### src/rtl/aht10_frame_tx_if.sv
// aht10_frame_tx_if
// Bundles the sensor-sample input, the UART byte handshake and the frame
// status outputs of aht10_frame_tx into one interface.
//   data_vld    : one-cycle pulse, hum/tem valid
//   hum, tem    : 20-bit raw AHT10 humidity / temperature
//   tx_busy     : UART transmitter busy (from the UART)
//   tx_byte_vld : one-cycle send request to the UART
//   tx_byte     : byte to send, held until the next request
//   frame_busy  : high from frame accept until frame end
//   frame_done  : one-cycle pulse at frame end
//   drop        : one-cycle pulse when a sample arrives mid-frame
// Modports: slave = framer view, master = sample source / UART side view.
interface aht10_frame_tx_if;
  logic        data_vld;
  logic [19:0] hum;
  logic [19:0] tem;
  logic        tx_busy;
  logic        tx_byte_vld;
  logic [7:0]  tx_byte;
  logic        frame_busy;
  logic        frame_done;
  logic        drop;

  modport slave (
    input  data_vld, hum, tem, tx_busy,
    output tx_byte_vld, tx_byte, frame_busy, frame_done, drop
  );

  modport master (
    output data_vld, hum, tem, tx_busy,
    input  tx_byte_vld, tx_byte, frame_busy, frame_done, drop
  );
endinterface

### src/rtl/aht10_frame_tx.sv
// aht10_frame_tx
// Packs one AHT10 sample (20-bit humidity + 20-bit temperature) into a byte
// frame and feeds it to a UART transmitter one byte at a time:
//   HEADER, hum[19:12], hum[11:4], {hum[3:0],tem[19:16]}, tem[15:8], tem[7:0]
//   [, checksum]
// Optional feature macro: AHT10_FRAME_CHKSUM_EN. When defined, a 7th byte is
// appended holding the modulo-256 sum of the five data bytes (HEADER
// excluded). When undefined the frame is 6 bytes and no checksum logic exists.
// Parameters:
//   HEADER : frame start byte (default 8'hAA)
// Ports:
//   clk   : system clock, rising edge
//   rst_n : asynchronous active-low reset
//   bus   : aht10_frame_tx_if.slave (sample in, UART handshake, frame status)
module aht10_frame_tx #(
  parameter logic [7:0] HEADER = 8'hAA
) (
  input  logic             clk,
  input  logic             rst_n,
  aht10_frame_tx_if.slave  bus
);

`ifdef AHT10_FRAME_CHKSUM_EN
  localparam logic [2:0] LAST_IDX = 3'd6;
`else
  localparam logic [2:0] LAST_IDX = 3'd5;
`endif

  typedef enum logic [2:0] {
    IDLE,
    SEND,
    WAIT_HI,
    WAIT_LO,
    DONE
  } state_t;

  state_t      state;
  logic [2:0]  idx;
  logic [39:0] shadow;   // {hum, tem} captured at accept
  logic [7:0]  cur_byte;

`ifdef AHT10_FRAME_CHKSUM_EN
  logic [7:0] chksum;
  logic [7:0] new_sum;

  // Summed straight from the inputs so the checksum is ready in the same
  // cycle the sample is latched; 8-bit result discards the carries.
  always_comb begin
    new_sum = bus.hum[19:12] + bus.hum[11:4] + {bus.hum[3:0], bus.tem[19:16]}
            + bus.tem[15:8] + bus.tem[7:0];
  end
`endif

  // Byte selected by the current index; the data bytes are fixed slices of
  // the shadow register.
  always_comb begin
    cur_byte = HEADER;
    case (idx)
      3'd1:    cur_byte = shadow[39:32];
      3'd2:    cur_byte = shadow[31:24];
      3'd3:    cur_byte = shadow[23:16];
      3'd4:    cur_byte = shadow[15:8];
      3'd5:    cur_byte = shadow[7:0];
`ifdef AHT10_FRAME_CHKSUM_EN
      3'd6:    cur_byte = chksum;
`endif
      default: cur_byte = HEADER;
    endcase
  end

  // Frame FSM. All outputs are registered; the request is issued from SEND,
  // so it appears one cycle after the state is entered, which also widens
  // the gap after tx_busy falls.
  always_ff @(posedge clk or negedge rst_n) begin
    if (!rst_n) begin
      state           <= IDLE;
      idx             <= 3'd0;
      shadow          <= 40'd0;
`ifdef AHT10_FRAME_CHKSUM_EN
      chksum          <= 8'd0;
`endif
      bus.tx_byte_vld <= 1'b0;
      bus.tx_byte     <= 8'h00;
      bus.frame_busy  <= 1'b0;
      bus.frame_done  <= 1'b0;
      bus.drop        <= 1'b0;
    end else begin
      bus.tx_byte_vld <= 1'b0;
      bus.frame_done  <= 1'b0;
      bus.drop        <= 1'b0;

      // Any sample arriving outside IDLE (DONE included) is discarded.
      if (state != IDLE && bus.data_vld) begin
        bus.drop <= 1'b1;
      end

      case (state)
        IDLE: begin
          if (bus.data_vld) begin
            shadow         <= {bus.hum, bus.tem};
`ifdef AHT10_FRAME_CHKSUM_EN
            chksum         <= new_sum;
`endif
            idx            <= 3'd0;
            bus.frame_busy <= 1'b1;
            state          <= SEND;
          end
        end
        SEND: begin
          // Guard keeps a request from ever overlapping a busy UART.
          if (!bus.tx_busy) begin
            bus.tx_byte     <= cur_byte;
            bus.tx_byte_vld <= 1'b1;
            state           <= WAIT_HI;
          end
        end
        WAIT_HI: begin
          if (bus.tx_busy) begin
            state <= WAIT_LO;
          end
        end
        WAIT_LO: begin
          if (!bus.tx_busy) begin
            if (idx == LAST_IDX) begin
              bus.frame_done <= 1'b1;
              bus.frame_busy <= 1'b0;
              state          <= DONE;
            end else begin
              idx   <= idx + 3'd1;
              state <= SEND;
            end
          end
        end
        DONE: begin
          state <= IDLE;
        end
        default: begin
          state <= IDLE;
        end
      endcase
    end
  end

endmodule

### src/flat_wrapper.sv
// flat-port wrapper written by rule: the top's interface ports become plain ports
module aht10_frame_tx_flat 
#(
  parameter logic [7:0] HEADER = 8'hAA
)
  (clk, rst_n, bus_data_vld, bus_hum, bus_tem, bus_tx_busy, bus_tx_byte_vld, bus_tx_byte, bus_frame_busy, bus_frame_done, bus_drop);
  aht10_frame_tx_if bus_i ();
  input  logic clk;
  input  logic rst_n;
  input wire logic [$bits(bus_i.data_vld)-1:0] bus_data_vld;
  input wire logic [$bits(bus_i.hum)-1:0] bus_hum;
  input wire logic [$bits(bus_i.tem)-1:0] bus_tem;
  input wire logic [$bits(bus_i.tx_busy)-1:0] bus_tx_busy;
  output wire logic [$bits(bus_i.tx_byte_vld)-1:0] bus_tx_byte_vld;
  output wire logic [$bits(bus_i.tx_byte)-1:0] bus_tx_byte;
  output wire logic [$bits(bus_i.frame_busy)-1:0] bus_frame_busy;
  output wire logic [$bits(bus_i.frame_done)-1:0] bus_frame_done;
  output wire logic [$bits(bus_i.drop)-1:0] bus_drop;
  assign bus_i.data_vld = bus_data_vld;
  assign bus_i.hum = bus_hum;
  assign bus_i.tem = bus_tem;
  assign bus_i.tx_busy = bus_tx_busy;
  assign bus_tx_byte_vld = bus_i.tx_byte_vld;
  assign bus_tx_byte = bus_i.tx_byte;
  assign bus_frame_busy = bus_i.frame_busy;
  assign bus_frame_done = bus_i.frame_done;
  assign bus_drop = bus_i.drop;
  aht10_frame_tx #(.HEADER(HEADER)) u_core (.clk(clk), .rst_n(rst_n), .bus(bus_i));
endmodule
### config.mk
export PLATFORM = sky130hd
export DESIGN_NAME = aht10_frame_tx_flat
export DESIGN_NICKNAME = d
export VERILOG_FILES = /design/src/rtl/aht10_frame_tx_if.sv /design/src/rtl/aht10_frame_tx.sv /design/src/flat_wrapper.sv
export SDC_FILE = /design/constraint.sdc
export NUM_CORES = 1
export LEC_CHECK = 0
export ABC_AREA = 1
export CAP_MARGIN = 20
export CORE_MARGIN = 5
export CORE_UTILIZATION = 35
export CTS_CLUSTER_SIZE = 40
export DETAILED_ROUTE_END_ITERATION = 8
export PLACE_DENSITY = 0.7
export SYNTH_ARGS = -nofsm -noshare
export SYNTH_HDL_FRONTEND = slang
export SYNTH_SLANG_ARGS = --single-unit
### constraint.sdc
create_clock -name clk -period 2.1 [get_ports clk]
set_input_delay 0.21 -clock clk [delete_from_list [all_inputs] [get_ports clk]]
set_output_delay 0.21 -clock clk [all_outputs]
set_load 0.05 [all_outputs]
# After elaboration in Yosys (flattened, before gate mapping)
# Index checks and enable logic that the tools add are counted.
# W data, S select, Z words.
[totals] register_bits=58 input_bits=44 out_inout_bits=12 word_cells=54
[op_classes] addsub=1 eq_ne=14 n_mux=21 bitwise=1 n_reduce_logical=9
[ops] cell="$pmux W8 S5" count=1
[ops] cell="$mux W3" count=8
[ops] cell="$eq A3 B2 Y1 const B" count=4
[ops] cell="$pmux W3 S4" count=1
[ops] cell="$reduce_and A4 Y1" count=3
[ops] cell="$ne A2 B2 Y1 const B" count=5
[ops] cell="$mux W1" count=9
[ops] cell="$eq A3 B1 Y1 const B" count=2
[ops] cell="$eq A3 B3 Y1 const B" count=2
[ops] cell="$pmux W3 S2" count=1
[ops] cell="$reduce_and A2 Y1" count=2
[ops] cell="$add A3 B1 Y3 const B" count=1
[ops] cell="$logic_not A3 Y1" count=1
[ops] cell="$reduce_bool A3 Y1" count=1
[ops] cell="$ne A2 B1 Y1 const B" count=1
[ops] cell="$pmux W1 S2" count=1
[ops] cell="$reduce_bool A2 Y1" count=1
[ops] cell="$logic_and A1 B1 Y1" count=1
[ops] cell="$not A1 Y1" count=1

# Logic depth before layout (Yosys ltp)
# Gate-level depths: netlist of run 1.
[depth] word_depth=4 mapped_depth=11 mapped_depth_nobuf=10

# Worst setup path before layout of run 1
# No wires, ideal clock.
[synth_timing] kind="reg2reg" startpoint="reg u_core.idx[2]" endpoint="reg u_core.bus.tx_byte[0]" t_arrival_ps=1377 required_time_ps=1982 path_slack_ps=606 path_stages_with_launch=12 path_buffers=3 cell_sequence="dfrtp_1 -> buf_2 -> inv_1 -> buf_4 -> ha_1 -> buf_1 -> nand2_1 -> o21ai_0 -> nor2_1 -> nand2_1 -> nand2_1 -> nand2_1"
[synth_between] elab_chain_cells=2
[synth_lines] item="from (decl)" line="aht10_frame_tx.sv:38" source="logic [2:0] idx;"
[synth_lines] item="from (signal assigned)" line="aht10_frame_tx.sv:129" source="idx <= idx + 3'd1;"
[synth_lines] item="$eq A3 B3 Y1, or another cell as far along" line="aht10_frame_tx.sv:58" source="case (idx)"
[synth_lines] item="$pmux W8 S5 *" line="aht10_frame_tx.sv:58"
[synth_lines] item="to (signal assigned)" line="aht10_frame_tx.sv:112" source="bus.tx_byte <= cur_byte;"
[synth_lines] item="to (decl)" line="aht10_frame_tx_if.sv:26" source="output tx_byte_vld, tx_byte, frame_busy, frame_done, drop"
# Mark *: on every way between the ends. The rest lies on a longest branch, timed or not.
# A chain may end at the register's enable or synchronous reset.

# Worst setup path in the final report of run 1
[layout_timing] startpoint="reg u_core.idx[1]" endpoint="reg u_core.idx[2]"
[layout_between] elab_chain_cells=4
[layout_lines] item="$add A3 B1 Y3" line="aht10_frame_tx.sv:129"
[layout_lines] item="$mux W3" line="aht10_frame_tx.sv:124" source="if (idx == LAST_IDX) begin"
[layout_lines] item="$mux W3" line="aht10_frame_tx.sv:123" source="if (!bus.tx_busy) begin"
[layout_lines] item="$pmux W3 S2" line="aht10_frame_tx.sv:97" source="case (state)"
# Several ways; a longest one is shown, not always the timed one. The select of a mux whose other input is x is not followed.

==> results.json, run 1 <==
{
  "place.gp.congestion": 0.8928,
  "final_cell_mix": "nand2_1, nand3_1, dfrtp_1",
  "vias": 2432,
  "timing.critical_path.mode_cell": "nand2_1",
  "stdcell_area_mm2": 0.003637,
  "fin_skew_ps": 9.267,
  "min_period_ps": 1770,
  "vias_per_cell": 4.650,
  "clkPwrFrac_pct": 22.2,
  "cts_resized": 0,
  "grt_max_degree": 59,
  "drc_errors": 0,
  "slew_headroom_pct": 53.10,
  "internal_power_mw": 2.733,
  "wire_per_inst_um": 12.44,
  "coreArea_mm2": 0.008093,
  "tns_ps": 0,
  "dieArea_mm2": 0.01006,
  "grt_pass1_wl_mm": 10.96,
  "final-setup-viol-count": 0,
  "fp-row-count": 33,
  "seq_area_frac_synth_pct": 50.85,
  "syn-num-nets": 411,
  "fmaxAchievable_mhz": 564.9,
  "antenna_found_initial": 0,
  "seqPwrFrac_pct": 40.9,
  "synth_area_mm2": 0.002854,
  "p_switching_mw": 1.781,
  "crit_slowest_cell": "ha_1",
  "synthCells": 362,
  "numCtsBuffers": 9,
  "io_pins": 56,
  "grt_use_total_pct": 13.85,
  "dpl_cell_area_mm2": 0.003446,
  "port_buffers": 55,
  "cts.clk_slew.worst_paths_ps": 70,
  "path_buf_inv": 1,
  "p_sw_share_pct": 39.45,
  "num_antenna_cells": 0,
  "cp-end-kind": "flop",
  "firstDrtPassIters": 4,
  "path_class": "reg -> reg",
  "layout.cells.most_common": "nand2_1",
  "nets": 464,
  "finalHoldViolations": 0,
  "postRouteAntennaNets": 0,
  "grt_pass1_vias": 2424,
  "die_w_um": 100.3,
  "arrival_ps": 2040,
  "synth.distinct_cells": 23,
  "p_leak_nw": 1.890,
  "tightest_slew_ps": 703.5,
  "holdCritPathClass": "in -> async",
  "worstSetupStartpointType": "flop",
  "critPathRequiredTime_ps": 2370,
  "synth.avg_cell_area_um2": 7.884,
  "ys_seq_elements": 58,
  "dp_hpwl_mm": 4.897,
  "cts-hold-fix-buffers": 0,
  "outcome": "finished, final reports clean",
  "path_max_fanout": 17,
  "cpPeakStageDelay_ps": 500,
  "clkLatencyLatePin_ps": 330,
  "path_cells": "inv_1 > ha_1 > nand2_1 > nand2_1 > nand2_1 > nand2_1 > nand2_1 > nand2_1",
  "clockBufferDepth": 2,
  "holdWs_ps": 12.96,
  "yosys_warnings": 0,
  "fill_cells": 842,
  "area_delta_synth_final_pct": 27.44,
  "max_cap_viol_count": 0,
  "rsz0062_at_grt": "no",
  "drt_iter0_drc": 156,
  "drive_above_1_share_pct": 6.699,
  "cp_top_family": "simple AND/OR/NAND/NOR gates",
  "tritoncts": "yes",
  "numClockSinks": 58,
  "grt.overflow.total": 0,
  "p_per_area_mw_per_mm2": 1241,
  "fin_crit_sh_pct": 84.30,
  "comb_power_share_pct": 36.9,
  "totalWireLength_mm": 6.507,
  "die_height_um": 100.3,
  "drv_slew": 0,
  "post-cts-setup-buffer-count": 0,
  "ir_worst_vdd_mv": 0.4045,
  "root_buffer": "clkbuf_8",
  "htree_levels": 3,
  "start_util_pct": 35.27
}
[cells by family (layout without fill, tap and decap cells)]
| group | count (synthesis) | count (layout) | share of synthesized area [%] |
|---|---|---|---|
| simple gates | 243 | 243 | 36.17 |
| flops | 58 | 58 | 50.85 |
| buf+inv | 43 | 99 | 7.584 |
| compound gates | 13 | 13 | 3.200 |
| fa+ha+maj | 5 | 5 | 2.192 |
[final timing paths]
path                                endpoint         startpoint  slack, ps  depth (start not counted)
setup / recovery               u_core.idx[2]      u_core.idx[1]        330                          8
hold / removal               u_core.state[0]              rst_n         10                          2
setup reg to reg               u_core.idx[2]      u_core.idx[1]        330                          8
hold reg to reg            u_core.shadow[17]  u_core.shadow[17]        470                          2
max in group asynchronous   u_core.shadow[6]              rst_n       1620                          2
min in group clk           u_core.shadow[31]        bus_hum[11]        430                          3
[per-layer routing]
metal	vias to the layer above	part of all wire, %	global-route usage (%)
met1	1108	44	17.50
met5	-	0	0
met4	0	2.2	7.047
li1	1253	-	-
met3	14	4.8	2.919
met2	57	49	22.38
[layout make-up]
type	instances	area, µm²	area share [%]
multi-input cells	261	1186	32.61
clock inverters	3	40.04	1.101
inverters	25	93.84	2.580
well taps	105	131.4	3.612
clock buffers	11	151.4	4.162
repair buffers	60	583.1	16.03
flip-flops and latches	58	1451	39.90
[power by group through the flow]
stage	sequential, mW	clock, mW	combinational, mW
5_1_grt	1.90	1.07	1.89
2_1_floorplan	1.97	0	1.13
4_1_cts	1.85	1.03	1.68
6_report	1.85	1.00	1.67
3_3_place_gp	1.86	0	1.63
3_5_place_dp	1.86	0	1.68
[cells in the mapped netlist]
cell type	n	area, µm²
a21boi_0	4	30.03
a21oi_1	4	20.02
a21oi_4	1	16.27
buf_1	1	3.750
buf_2	11	55.05
buf_4	1	7.510
buf_6	5	56.30
dfrtp_1	58	1451
ha_1	5	62.56
inv_1	23	86.33
inv_2	2	7.510
nand2_1	143	536.8
nand2_2	1	6.260
nand2_4	1	11.26
nand3_1	70	350.3
nand3_2	1	10.01
nand3b_1	1	7.510
nand4_1	1	6.260
nor2_1	23	86.33
nor2_2	1	6.260
nor2_4	1	11.26
o21ai_0	2	10.01
o21bai_1	2	15.01
[per-stage QoR]
step                power [mW]  cells  setup WS, ps  utilization (%)
detailed placement       3.539    509         341.3            42.58
finish                   4.514    523         329.7            44.94
global placement         3.490    509         425.6            42.58
floorplan                3.102    362         605.6                -
global route             4.862    523         160.3            44.94
CTS                      4.560    523         336.6            44.94
[state kept, by name (all words and copies together), names as in the netlist]
| register | cells |
|---|---|
| u_core.shadow | 40 |
| u_core.bus.tx_byte | 8 |
| u_core.idx | 3 |
| u_core.state | 3 |
| u_core.bus.drop | 1 |
| u_core.bus.frame_busy | 1 |
| u_core.bus.frame_done | 1 |
| u_core.bus.tx_byte_vld | 1 |
Note: power is estimated with default switching activity, not from simulation.
==> run 2: changes to the inputs <==
==> constraint.sdc (replaced) <==
create_clock -name clk -period 1.7 [get_ports clk]
set_input_delay 0.17 -clock clk [delete_from_list [all_inputs] [get_ports clk]]
set_output_delay 0.17 -clock clk [all_outputs]
set_load 0.05 [all_outputs]
==> run 2 against run 1 <==
- wire length grew 2.0%
- worst hold slack better by 350 ps
- die area unchanged
==> results.json, run 2 (synthesis results as in run 1) <==
{
  "internal_power_mw": 3.643,
  "path_cells": "clkdlybuf4s50_1",
  "stdcell_area_mm2": 0.003699,
  "arrival_ps": 1460,
  "post-cts-setup-buffer-count": 0,
  "drive_above_1_share_pct": 9.242,
  "vias_per_cell": 4.575,
  "tns_ps": 0,
  "cts-hold-fix-buffers": 1,
  "final_cell_mix": "nand2_1, nand3_1, dfrtp_1",
  "numCtsBuffers": 9,
  "totalPowerFinal_mw": 5.877,
  "postRouteAntennaNets": 0,
  "grt_max_degree": 59,
  "path_max_fanout": 1,
  "ir_worst_vdd_mv": 0.6163,
  "cts_resized": 0,
  "path_buf_inv": 1,
  "p_per_area_mw_per_mm2": 1589,
  "die_height_um": 100.3,
  "fin_skew_ps": 6.562,
  "final-setup-viol-count": 0,
  "layout.cells.most_common": "nand2_1",
  "numClockSinks": 58,
  "place.gp.congestion": 0.8837,
  "tritoncts": "yes",
  "area_delta_synth_final_pct": 29.59,
  "min_period_ps": 1635,
  "firstDrtPassIters": 5,
  "clkLatencyLatePin_ps": 330,
  "critPathRequiredTime_ps": 1530,
  "clkPwrFrac_pct": 25.5,
  "worstSetupStartpointType": "flop",
  "dp_hpwl_mm": 4.752,
  "grt_use_total_pct": 14.10,
  "largest_reg_flops": 40,
  "tightest_slew_ps": 523.9,
  "drc_errors": 0,
  "fmaxAchievable_mhz": 611.7,
  "port_buffers": 55,
  "dpl_cell_area_mm2": 0.003456,
  "coreArea_mm2": 0.008093,
  "path_class": "reg -> out",
  "drt_iter0_drc": 148,
  "rrSetupSlack_ps": 170,
  "crit_slowest_cell": "clkdlybuf4s50_1",
  "clockBufferDepth": 2,
  "antenna_found_initial": 0,
  "holdCritPathClass": "in -> async",
  "p_sw_share_pct": 38.00,
  "cpPeakStageDelay_ps": 810,
  "top_register": "u_core.shadow",
  "slew_headroom_pct": 64.96,
  "start_util_pct": 35.27,
  "totalWireLength_mm": 6.638,
  "wire_per_inst_um": 12.60,
  "cp_top_family": "buffers and inverters",
  "fin_crit_sh_pct": 96.16,
  "drv_slew": 0,
  "num_antenna_cells": 0,
  "seqPwrFrac_pct": 38.5,
  "nets": 466,
  "p_switching_mw": 2.233,
  "p_leak_nw": 1.937,
  "root_buffer": "clkbuf_8",
  "comb_power_share_pct": 35.9,
  "die_w_um": 100.3,
  "fp-row-count": 33,
  "io_pins": 56,
  "layout_top_registers": "u_core.shadow: 40 flops, u_core.bus.tx_byte: 8 flops",
  "grt_pass1_vias": 2369,
  "rsz0062_at_grt": "no",
  "max_cap_viol_count": 0,
  "dieArea_mm2": 0.01006,
  "htree_levels": 3,
  "finalHoldViolations": 0,
  "outcome": "finished, final reports clean",
  "grt.overflow.total": 0,
  "vias": 2411,
  "cp-end-kind": "output port",
  "cts.clk_slew.worst_paths_ps": 70,
  "grt_pass1_wl_mm": 11.05
}
run 2: cell count changes in the layout (fill, tap and decap cells not counted), sizes merged:
cell and change:
dlygate4sd3 +1, clkdlybuf4s50 -9, buf +10, bufinv +2, clkinv +1, clkbuf -1
run 2: power groups by stage:
stage,Combinational (mW),Clock [mW],Sequential [mW]
final,2.11,1.50,2.26
after global routing,2.40,1.59,2.34
after CTS,2.13,1.53,2.26
after detailed placement,2.11,0,2.28
after global placement,2.06,0,2.27
after floorplan,1.40,0,2.43
run 2: final cells by class:
class | count | area, µm²
clock inverters | 6 | 105.1
fillers | 817 | 4394
repair buffers | 62 | 603.1
multi-input cells | 261 | 1186
inverters | 25 | 93.84
well taps | 105 | 131.4
flip-flops and latches | 58 | 1451
clock buffers | 10 | 127.6
run 2: worst paths after layout:
check                             startpoint               endpoint  cells after the start
max in group asynchronous              rst_n      u_core.shadow[32]                      3
setup reg to reg               u_core.idx[1]  u_core.bus.tx_byte[4]                      9
setup / recovery             u_core.bus.drop               bus_drop                      1
hold reg to reg            u_core.shadow[13]      u_core.shadow[13]                      2
min in group clk                  bus_hum[2]      u_core.shadow[22]                      3
hold / removal                         rst_n  u_core.bus.frame_done                      3
run 2: through the flow:
stage                     hold slack, ps  worst slack (ps)  util, %  cells
after CTS                          370.6             40.25    45.70    527
after detailed placement           194.8             133.0    42.70    510
final                              361.3             65.27    45.70    527
after global routing               388.6             15.48    45.70    527
after floorplan                   -125.6             205.6        -    362
after global placement             190.8             133.7    42.70    510
run 2: routing by layer:
layer | GRT usage (%) | routed length, µm
met1 | 18.89 | 3130
met2 | 21.61 | 3144
met3 | 3.336 | 249
met4 | 6.528 | 114
met5 | 0 | 0
